<file path="config.mk">
export PLATFORM = sky130hd
export DESIGN_NAME = ps2_mouse_packet_decoder
export DESIGN_NICKNAME = d
export VERILOG_FILES = /design/src/rtl/ps2_mouse_pkg.sv /design/src/rtl/ps2_axis_accum.sv /design/src/rtl/ps2_mouse_packet_decoder.sv
export SDC_FILE = /design/constraint.sdc
export NUM_CORES = 1
export LEC_CHECK = 0
export CAP_MARGIN = 30
export CORE_ASPECT_RATIO = 0.6
export CORE_MARGIN = 8
export CORE_UTILIZATION = 56
export DETAILED_ROUTE_END_ITERATION = 10
export DONT_BUFFER_PORTS = 1
export HOLD_SLACK_MARGIN = 0.03
export PLACE_DENSITY = 0.81
export SETUP_SLACK_MARGIN = 0.02
export SYNTH_ARGS = -nofsm -noshare
export SYNTH_HDL_FRONTEND = slang
export SYNTH_HIERARCHICAL = 1
export SYNTH_SLANG_ARGS = --single-unit
</file>
<file path="constraint.sdc">
create_clock -name clk -period 3.4 [get_ports clk]
set_clock_uncertainty 0.15 [all_clocks]
set_input_delay 0.68 -clock clk [delete_from_list [all_inputs] [get_ports clk]]
set_output_delay 0.68 -clock clk [all_outputs]
set_load 0.01 [all_outputs]
</file>
<file path="src/rtl/ps2_mouse_pkg.sv">
// Shared types and constants for the PS/2 mouse packet decoder.
package ps2_mouse_pkg;

  // Packet assembly state: which byte of the 3-byte packet is expected next.
  typedef enum logic [1:0] {
    WAIT_B0,
    WAIT_B1,
    WAIT_B2
  } state_t;

  // Standard PS/2 mouse packet length in bytes.
  localparam int unsigned PKT_LEN = 3;

  // Byte-0 bit positions.
  localparam int unsigned B0_LEFT   = 0;
  localparam int unsigned B0_RIGHT  = 1;
  localparam int unsigned B0_MID    = 2;
  localparam int unsigned B0_SYNC   = 3;  // always 1 in a real header byte
  localparam int unsigned B0_X_SIGN = 4;
  localparam int unsigned B0_Y_SIGN = 5;
  localparam int unsigned B0_X_OVF  = 6;
  localparam int unsigned B0_Y_OVF  = 7;

  // Decoded packet fields as reported to software.
  typedef struct packed {
    logic [2:0] buttons;  // {middle, right, left}
    logic [8:0] dx;
    logic [8:0] dy;
    logic [1:0] ovf;      // {y_ovf, x_ovf}
  } pkt_t;

  // Split the three raw bytes into the reported fields.
  function automatic pkt_t decode_pkt(input logic [7:0] b0, input logic [7:0] b1,
                                      input logic [7:0] b2);
    pkt_t p;
    p.buttons = {b0[B0_MID], b0[B0_RIGHT], b0[B0_LEFT]};
    p.dx      = {b0[B0_X_SIGN], b1};
    p.dy      = {b0[B0_Y_SIGN], b2};
    p.ovf     = {b0[B0_Y_OVF], b0[B0_X_OVF]};
    return p;
  endfunction

endpackage

</file>
<file path="src/rtl/ps2_axis_accum.sv">
// One cursor axis: accumulates a signed 9-bit delta into a position register
// clamped to [0, MAX]. NEGATE subtracts the delta (used for screen Y).
module ps2_axis_accum
  import ps2_mouse_pkg::*;
#(
  parameter int MAX    = 639,
  parameter int W      = 10,
  parameter int INIT   = 319,
  parameter bit NEGATE = 1'b0
) (
  input  logic         clk,
  input  logic         reset_n,
  input  logic [8:0]   delta,
  input  logic         en,
  input  logic         recenter,
  output logic [W-1:0] pos
);

  // Two extra bits: one for the sign, one so pos+delta cannot overflow.
  localparam int SW = W + 2;

  logic signed [SW-1:0] d_ext;
  logic signed [SW-1:0] pos_ext;
  logic signed [SW-1:0] sum;
  logic [W-1:0]         pos_next;

  // Signed add/subtract then clamp into the screen range.
  always_comb begin
    d_ext   = {{(SW-9){delta[8]}}, delta};
    pos_ext = {2'b00, pos};
    sum     = NEGATE ? (pos_ext - d_ext) : (pos_ext + d_ext);
    if (sum < 0)
      pos_next = '0;
    else if (sum > $signed(SW'(MAX)))
      pos_next = W'(MAX);
    else
      pos_next = sum[W-1:0];
  end

  // Position register; recenter overrides a same-cycle update.
  always_ff @(posedge clk or negedge reset_n) begin
    if (!reset_n)
      pos <= W'(INIT);
    else if (recenter)
      pos <= W'(INIT);
    else if (en)
      pos <= pos_next;
  end

endmodule

</file>
<file path="src/rtl/ps2_mouse_packet_decoder.sv">
// Assembles 3-byte PS/2 mouse packets from the receiver byte stream, reports
// buttons/deltas/overflow and maintains a clamped absolute cursor position.
module ps2_mouse_packet_decoder
  import ps2_mouse_pkg::*;
#(
  parameter int X_MAX          = 639,
  parameter int Y_MAX          = 479,
  parameter int POS_W          = 10,
  parameter int TIMEOUT_CYCLES = 50000
) (
  input  logic             clk,
  input  logic             reset_n,
  input  logic [7:0]       rx_data,
  input  logic             rx_valid,
  input  logic             recenter,
  output logic             pkt_valid,
  output logic [2:0]       buttons,
  output logic [8:0]       dx,
  output logic [8:0]       dy,
  output logic [1:0]       ovf,
  output logic [POS_W-1:0] pos_x,
  output logic [POS_W-1:0] pos_y,
  output logic             sync_err
);

  localparam int TW = $clog2(TIMEOUT_CYCLES + 1);
  // Idle count at which the current idle cycle is the TIMEOUT_CYCLES-th one.
  localparam logic [TW-1:0] IDLE_LAST = TW'(TIMEOUT_CYCLES - 1);

  state_t                      state;
  logic [PKT_LEN-2:0][7:0]     pkt_buf;   // bytes 0 and 1; byte 2 is used on arrival
  logic [TW-1:0]               idle_cnt;
  pkt_t                        pkt_q;
  pkt_t                        pkt_next;
  logic                        pkt_fire;
  logic                        en_x;
  logic                        en_y;

  // Decode straight from the stored header plus the arriving third byte so
  // every output register loads on the edge that consumes byte 2.
  always_comb begin
    pkt_next = decode_pkt(pkt_buf[0], pkt_buf[1], rx_data);
    pkt_fire = rx_valid && (state == WAIT_B2);
    en_x     = pkt_fire && !pkt_buf[0][B0_X_OVF];
    en_y     = pkt_fire && !pkt_buf[0][B0_Y_OVF];
  end

  // Packet FSM with idle timeout and registered status outputs.
  always_ff @(posedge clk or negedge reset_n) begin
    if (!reset_n) begin
      state     <= WAIT_B0;
      pkt_buf   <= '0;
      idle_cnt  <= '0;
      pkt_q     <= '0;
      pkt_valid <= 1'b0;
      sync_err  <= 1'b0;
    end else begin
      pkt_valid <= 1'b0;
      sync_err  <= 1'b0;
      case (state)
        WAIT_B0: begin
          idle_cnt <= '0;
          if (rx_valid) begin
            if (rx_data[B0_SYNC]) begin
              pkt_buf[0] <= rx_data;
              state      <= WAIT_B1;
            end else begin
              sync_err <= 1'b1;
            end
          end
        end
        WAIT_B1, WAIT_B2: begin
          if (rx_valid) begin
            // A byte arriving on the timeout cycle is still accepted.
            idle_cnt <= '0;
            if (state == WAIT_B1) begin
              pkt_buf[1] <= rx_data;
              state      <= WAIT_B2;
            end else begin
              pkt_q     <= pkt_next;
              pkt_valid <= 1'b1;
              state     <= WAIT_B0;
            end
          end else if (idle_cnt == IDLE_LAST) begin
            idle_cnt <= '0;
            sync_err <= 1'b1;
            state    <= WAIT_B0;
          end else begin
            idle_cnt <= idle_cnt + 1'b1;
          end
        end
        default: state <= WAIT_B0;
      endcase
    end
  end

  assign buttons = pkt_q.buttons;
  assign dx      = pkt_q.dx;
  assign dy      = pkt_q.dy;
  assign ovf     = pkt_q.ovf;

  ps2_axis_accum #(
    .MAX    (X_MAX),
    .W      (POS_W),
    .INIT   (X_MAX / 2),
    .NEGATE (1'b0)
  ) u_axis_x (
    .clk      (clk),
    .reset_n  (reset_n),
    .delta    (pkt_next.dx),
    .en       (en_x),
    .recenter (recenter),
    .pos      (pos_x)
  );

  // PS/2 +Y is up while screen Y grows downward, hence the subtraction.
  ps2_axis_accum #(
    .MAX    (Y_MAX),
    .W      (POS_W),
    .INIT   (Y_MAX / 2),
    .NEGATE (1'b1)
  ) u_axis_y (
    .clk      (clk),
    .reset_n  (reset_n),
    .delta    (pkt_next.dy),
    .en       (en_y),
    .recenter (recenter),
    .pos      (pos_y)
  );

endmodule

</file>
# --- Word level (Yosys, flattened, before mapping) ---
# Cells that the tools add are included.
word_totals:
  reg_bits: 79
  input_bits: 12
  out_inout_bits: 45
  word_cells: 65
op_classes:
  addsub: 3
  n_lt_le_gt_ge: 4
  n_eq_ne: 6
  mux: 25
  bitwise: 1
  n_reduce_logical: 14
ops:
  columns: ["operator", "n"]
  rows:
  - ["2-to-1 mux 10 bit", 8]
  - ["2-to-1 mux 16 bit", 2]
  - ["one-hot mux 16 bit (2 select lines)", 1]
  - ["< comparator 12 x 1 -> 1 bit (second input constant)", 2]
  - ["adder 16 x 1 -> 16 bit (second input constant)", 1]
  - ["equality test 16 bit (second input constant)", 1]
  - ["adder 11 x 9 -> 12 bit", 1]
  - ["> comparator 12 x 10 -> 1 bit (second input constant)", 1]
  - ["> comparator 12 x 11 -> 1 bit (second input constant)", 1]
  - ["AND reduction 3 bit", 4]
  - ["subtractor 11 x 9 -> 12 bit", 1]
  - ["2-to-1 mux 2 bit", 5]
  - ["2-to-1 mux 1 bit", 7]
  - ["nonzero test 2 bit", 3]
  - ["!= test 2 bit (second input constant)", 2]
  - ["one-hot mux 2 bit (2 select lines)", 1]
  - ["logical AND 1 bit", 3]
  - ["!= test 3 bit (second input constant)", 1]
  - ["equality test 2 x 1 -> 1 bit (second input constant)", 1]
  - ["equality test 2 bit (second input constant)", 1]
  - ["zero test 1 bit", 2]
  - ["zero test 2 bit", 1]
  - ["one-hot mux 1 bit (2 select lines)", 1]
  - ["OR reduction 2 bit", 1]
  - ["NOT 1 bit", 1]

# --- Longest topological paths before layout ---
depth:
  word_depth: 6
  depth_mapped: 11
  depth_no_buf: 11

# --- By module ---
# Netlist, hierarchy kept.
modules_own_cells:
  columns: ["module", "instances", "cells_per_inst", "area_each_um2", "seq_area_each_um2"]
  rows:
  - ["ps2_mouse_packet_decoder", 1, 249, 2548.7, 1451.4]
  - ["ps2_axis_accum at u_axis_x", 1, 120, 1136.1, 259.0]
  - ["ps2_axis_accum at u_axis_y", 1, 121, 1033.5, 259.0]

# --- Least setup slack after synthesis ---
# OpenSTA, ideal clock, no wires.
synth_path:
  path_type: "input port to flip-flop"
  startpoint: "in rx_data[0]"
  endpoint: "reg u_axis_y.pos[5]"
  setup_ps: 69
  arrival_time_ps: 2676
  required_time_ps: 3181
  slack_ps: 504
  cell_stages: 10
  path_buffers: 0
  path_cell_list: "ha_1 -> inv_1 -> fa_1 -> a21oi_1 -> o211ai_4 -> a21o_2 -> a311oi_2 -> o21ai_2 -> or3b_1 -> o21ai_2"
synth_between:
  elab_chain_cells: 6
  elab_cells_between_ends: 7
  cone_classes: "add/sub: 1; order compare: 2; mux: 4"
synth_lines:
  columns: ["element", "line", "text"]
  rows:
  - ["from (decl)", "ps2_mouse_packet_decoder.sv:13", "input logic [7:0] rx_data,"]
  - ["subtractor 11 x 9 -> 12 bit (*)", "ps2_axis_accum.sv:31", "sum = NEGATE ? (pos_ext - d_ext) : (pos_ext + d_ext);"]
  - ["> comparator 12 x 10 -> 1 bit", "ps2_axis_accum.sv:34", "else if (sum > $signed(SW'(MAX)))"]
  - ["2-to-1 mux 10 bit", "ps2_axis_accum.sv:34", null]
  - ["2-to-1 mux 10 bit (*)", "ps2_axis_accum.sv:32", "if (sum < 0)"]
  - ["2-to-1 mux 10 bit (*)", "ps2_axis_accum.sv:46", "else if (en)"]
  - ["2-to-1 mux 10 bit (*)", "ps2_axis_accum.sv:44", "else if (recenter)"]
  - ["to (signal assigned)", "ps2_axis_accum.sv:43", "pos <= W'(INIT);"]
  - ["to (signal assigned)", "ps2_axis_accum.sv:45", "pos <= W'(INIT);"]
  - ["to (signal assigned)", "ps2_axis_accum.sv:47", "pos <= pos_next;"]
  - ["to (decl)", "ps2_axis_accum.sv:16", "output logic [W-1:0] pos"]
# Mark *: on every way between the ends. The rest lies on a longest branch, timed or not. The select of a mux whose other input is x is not followed.
# A chain may end at the register's enable or synchronous reset.

# --- Worst setup path in the final report ---
layout_path:
  startpoint: "reg u_axis_x.pos[0]"
  endpoint: "reg u_axis_x.pos[4]"
layout_between:
  elab_chain_cells: 6
  elab_cells_between_ends: 7
  cone_classes: "add/sub: 1; order compare: 2; mux: 4"
layout_lines:
  columns: ["element", "line"]
  rows:
  - ["from (decl)", "ps2_axis_accum.sv:16"]
  - ["from (signal assigned)", "ps2_axis_accum.sv:43"]
  - ["from (signal assigned)", "ps2_axis_accum.sv:45"]
  - ["from (signal assigned)", "ps2_axis_accum.sv:47"]
  - ["adder 11 x 9 -> 12 bit (*)", "ps2_axis_accum.sv:31"]
  - ["> comparator 12 x 11 -> 1 bit", "ps2_axis_accum.sv:34"]
  - ["2-to-1 mux 10 bit", "ps2_axis_accum.sv:34"]
  - ["2-to-1 mux 10 bit (*)", "ps2_axis_accum.sv:32"]
  - ["2-to-1 mux 10 bit (*)", "ps2_axis_accum.sv:46"]
  - ["2-to-1 mux 10 bit (*)", "ps2_axis_accum.sv:44"]
# Marked as above.

==> qor_table.md <==
| Item | Value | Unit |
|:---|:---|:---|
| Post-CTS clock slew at the launch and capture registers of the worst setup and hold paths | 60 | ps |
| Initial Utilization | 0.564 | - |
| Post-cts gate resize count | 0 | - |
| Initial antenna violation count | 0 | - |
| Row count | 26 | - |
| Setup violators final | 0 | - |
| Tcrit/Tclk final | 0.868 | - |
| Final-layout setup total negative slack | 0 | ps |
| Cell types with the largest area share after synthesis | dfrtp_1 34%, dfstp_2 7.8%, ha_1 7.2% | - |
| Layout filler cell count | 712 | - |
| Area of the mapped netlist | 0.00472 | mm² |
| Seq. cell area | 0.00197 | mm² |
| Max-cap violations | 0 | - |
| Top cell type's share of synthesized area | 0.339 | - |
| Fmax | 339 | MHz |
| Drc violations | 0 | - |
| Max clock buf depth | 2 | - |
| Sw Share | 0.424 | - |
| Sw power | 1860 | µW |
| Cell count after synthesis | 490 | - |
| Biggest area consumer among synthesized cells | dfrtp_1 | - |
| Total number of vias | 3843 | - |
| Post-Synthesis Net Count | 531 | - |
| Outcome | finished clean | - |
| Via count of the first global-routing pass | 3712 | - |
| Gpl congestion | 0.963 | - |
| Length of the first detailed-routing pass in iterations | 5 | - |
| Standard cell area after detailed placement | 0.00483 | mm² |
| Data arrival time of the critical path | 3040 | ps |
| Number of warnings printed during yosys synthesis | 6 | - |
| Launching element type of the critical path | register | - |
| Post-Syn Area per Cell | 9.63 | µm² |
| Global router's overall resource usage | 0.218 | - |
| Most frequently used flop master after synthesis | dfrtp_1 | - |
| Top library cells by usage in the layout, fill and taps aside | 84 x nand2_1, 64 x dfrtp_1, 27 x inv_1, 27 x ha_1 | - |
| Setup crit end kind | register | - |
| Kind of critical path | reg -> reg | - |
| Number of distinct library cells after synthesis | 78 | - |
| # diodes | 0 | - |
| Chip height | 87.1 | µm |
| Power density over cell area | 850 | mW/mm² |
| Post-Layout Inst Area | 0.00516 | mm² |
| Peak VDD IR | 0.600 | mV |
| Async SR Flop Fraction | 1.00 | - |
| Sequential element share of the synthesized area | 0.417 | - |
| Core box area | 0.00836 | mm² |
| Clock power share | 0.221 | - |
| Antenna violation net count after detailed routing | 0 | - |
| Wire length of the first global-routing pass | 19800 | µm |
| Final net count | 535 | - |
| CTS tree | yes | - |
| Shortest period the worst path allows | 2950 | ps |
| RSZ-0062 raised after global routing | false | - |
| Leakage component of the power | 0.00224 | µW |
| WL final | 12300 | µm |
| Post-synthesis register bit count | 78 | - |
| P&R area growth vs syn | 9.47 | % |
| Worst min-delay path class | in -> async | - |
| IO Port Bufs | 0 | - |
| Max-slew violation count | 0 | - |
| Number of setup buffers added after CTS | 0 | - |
| Skew-Pair Late Insertion Delay | 350 | ps |
| Wire per inst | 20.2 | µm |
| Footprint of the multi-input gates | 0.00258 | mm² |
| Clock sink total | 78 | - |
| Flop pwr share | 0.350 | - |
| Number of design-rule violations left by the first detailed-router iteration | 397 | - |
| Internal power | 2530 | µW |
| I/O pin count | 57 | - |
| TritonCTS Buffers | 9 | - |
| EDFF count, synth | 0 | - |
| Vias per inst | 6.29 | - |
| Die W | 135 | µm |
| Comb pwr share | 0.429 | - |
| Overall die area | 0.0117 | mm² |
| Maximum fanout count along the critical path | 7 | - |
| Clock tree root driver cell | clkbuf_16 | - |
| Half-perimeter wire length of the detailed placement result | 8910 | µm |
| Gr ovfl total | 0 | - |
| Maximum number of pins on one net before global-route repair | 75 | - |
| Worst slew margin relative to its limit | 0.493 | - |
| Required time worst endpoint | 3490 | ps |
| Share of post-route cells with drive strength above 1 | 0.148 | - |
| Hold violation count in the final report | 0 | - |
| Most common cell after layout, fill and taps aside | nand2_1 | - |
| Least-Margin Pin Slew | 760 | ps |
| Deepest level of the CTS H-tree | 3 | - |
## per-stage QoR
step	cells	hold slack [ps]	total power, µW	utilization	setup WS [ps]
2_1_floorplan	490	234	2900	-	504
3_5_place_dp	593	237	3360	0.578	337
5_1_grt	611	82.7	4650	0.618	274
6_report	611	55.9	4390	0.618	450
3_3_place_gp	593	238	3300	0.578	420
4_1_cts	611	79.8	4380	0.618	473
## cells by family after synthesis
logic type	Yosys count	share of synthesized area
AO/OA/AOI/OAI	108	0.181
XOR/XNOR	21	0.0406
adder cells (fa/ha/maj)	29	0.0801
buffers and inverters	42	0.0353
flip-flops	78	0.417
multiplexers	17	0.0403
AND/OR/NAND/NOR	195	0.206
## critical path, stage by stage (launching register included)
cell	delay [ps]
dfstp_2	590
ha_1	180
inv_1	60
fa_1	410
nor2b_1	180
o2111a_1	260
o2111ai_1	220
and2_1	250
xnor2_2	360
a41oi_1	190
## cells in the mapped netlist (all sizes together) (4+ instances only)
| master | count |
|---|---|
| dfrtp | 64 |
| xor2 | 6 |
| o211ai | 4 |
| nor2b | 5 |
| and3 | 4 |
| nor3b | 5 |
| nor3 | 13 |
| nor4 | 8 |
| inv | 27 |
| and2 | 6 |
| a31oi | 6 |
| a41oi | 4 |
| or2 | 4 |
| nor2 | 26 |
| ha | 27 |
| a21oi | 29 |
| mux2 | 16 |
| nand4 | 4 |
| nand3 | 13 |
| buf | 4 |
| nand2 | 84 |
| clkbuf | 9 |
| o21ai | 19 |
| dfstp | 14 |
| xnor2 | 15 |
| a21o | 13 |
| or4 | 4 |
| a211oi | 4 |
| o41ai | 4 |
## area by class of cell
type | instances | area share
clock buffer | 10 | 0.0443
clock inverter | 6 | 0.0131
inverter | 29 | 0.0211
multi-input combinational | 370 | 0.500
sequential | 78 | 0.381
tap | 112 | 0.0271
timing repair buffer | 6 | 0.0131
## layer usage
metal | track usage | wire [µm] | up-vias
met5 | 0 | 0 | -
met4 | 0.0618 | 121 | 0
met3 | 0.0818 | 1310 | 14
met2 | 0.322 | 5160 | 170
met1 | 0.290 | 5760 | 1882
li1 | - | - | 1777
## flip-flops by register name (all words and copies together) (netlist names)
name,cells
ovf,2
dy,9
buttons,3
idle_cnt,16
dx,9
u_axis_y/pos,10
state,2
u_axis_x/pos,10
sync_err,1
pkt_buf,15
pkt_valid,1
## power by group through the flow
| stage | clock network, µW | registers, µW | logic (µW) |
|---|---|---|---|
| after global placement | 0 | 1550 | 1750 |
| after floorplan | 0 | 1440 | 1460 |
| final | 970 | 1540 | 1880 |
| after detailed placement | 0 | 1550 | 1810 |
| after CTS | 987 | 1540 | 1850 |
| after global routing | 1020 | 1570 | 2060 |
## path summary, 6_finish.rpt
kind	startpoint	to	slack [ps]	cells past startpoint
setup / recovery	u_axis_x/pos[0]	u_axis_x/pos[4]	450	9
hold / removal	reset_n	dx[1]	60	1
setup reg to reg	u_axis_x/pos[0]	u_axis_x/pos[4]	450	9
hold reg to reg	pkt_buf[2]	buttons[2]	320	2
max in group asynchronous	reset_n	u_axis_y/pos[6]	2230	1
min in group clk	recenter	u_axis_x/pos[6]	240	1
## timing repair
| item | in CTS | in global routing |
|---|---|---|
| setup endpoints to repair | 0 | 0 |
| hold buffers | 2 | 0 |
| endpoints found under the hold margin | 74 | 0 |
Power figures use the tool's default switching activity.
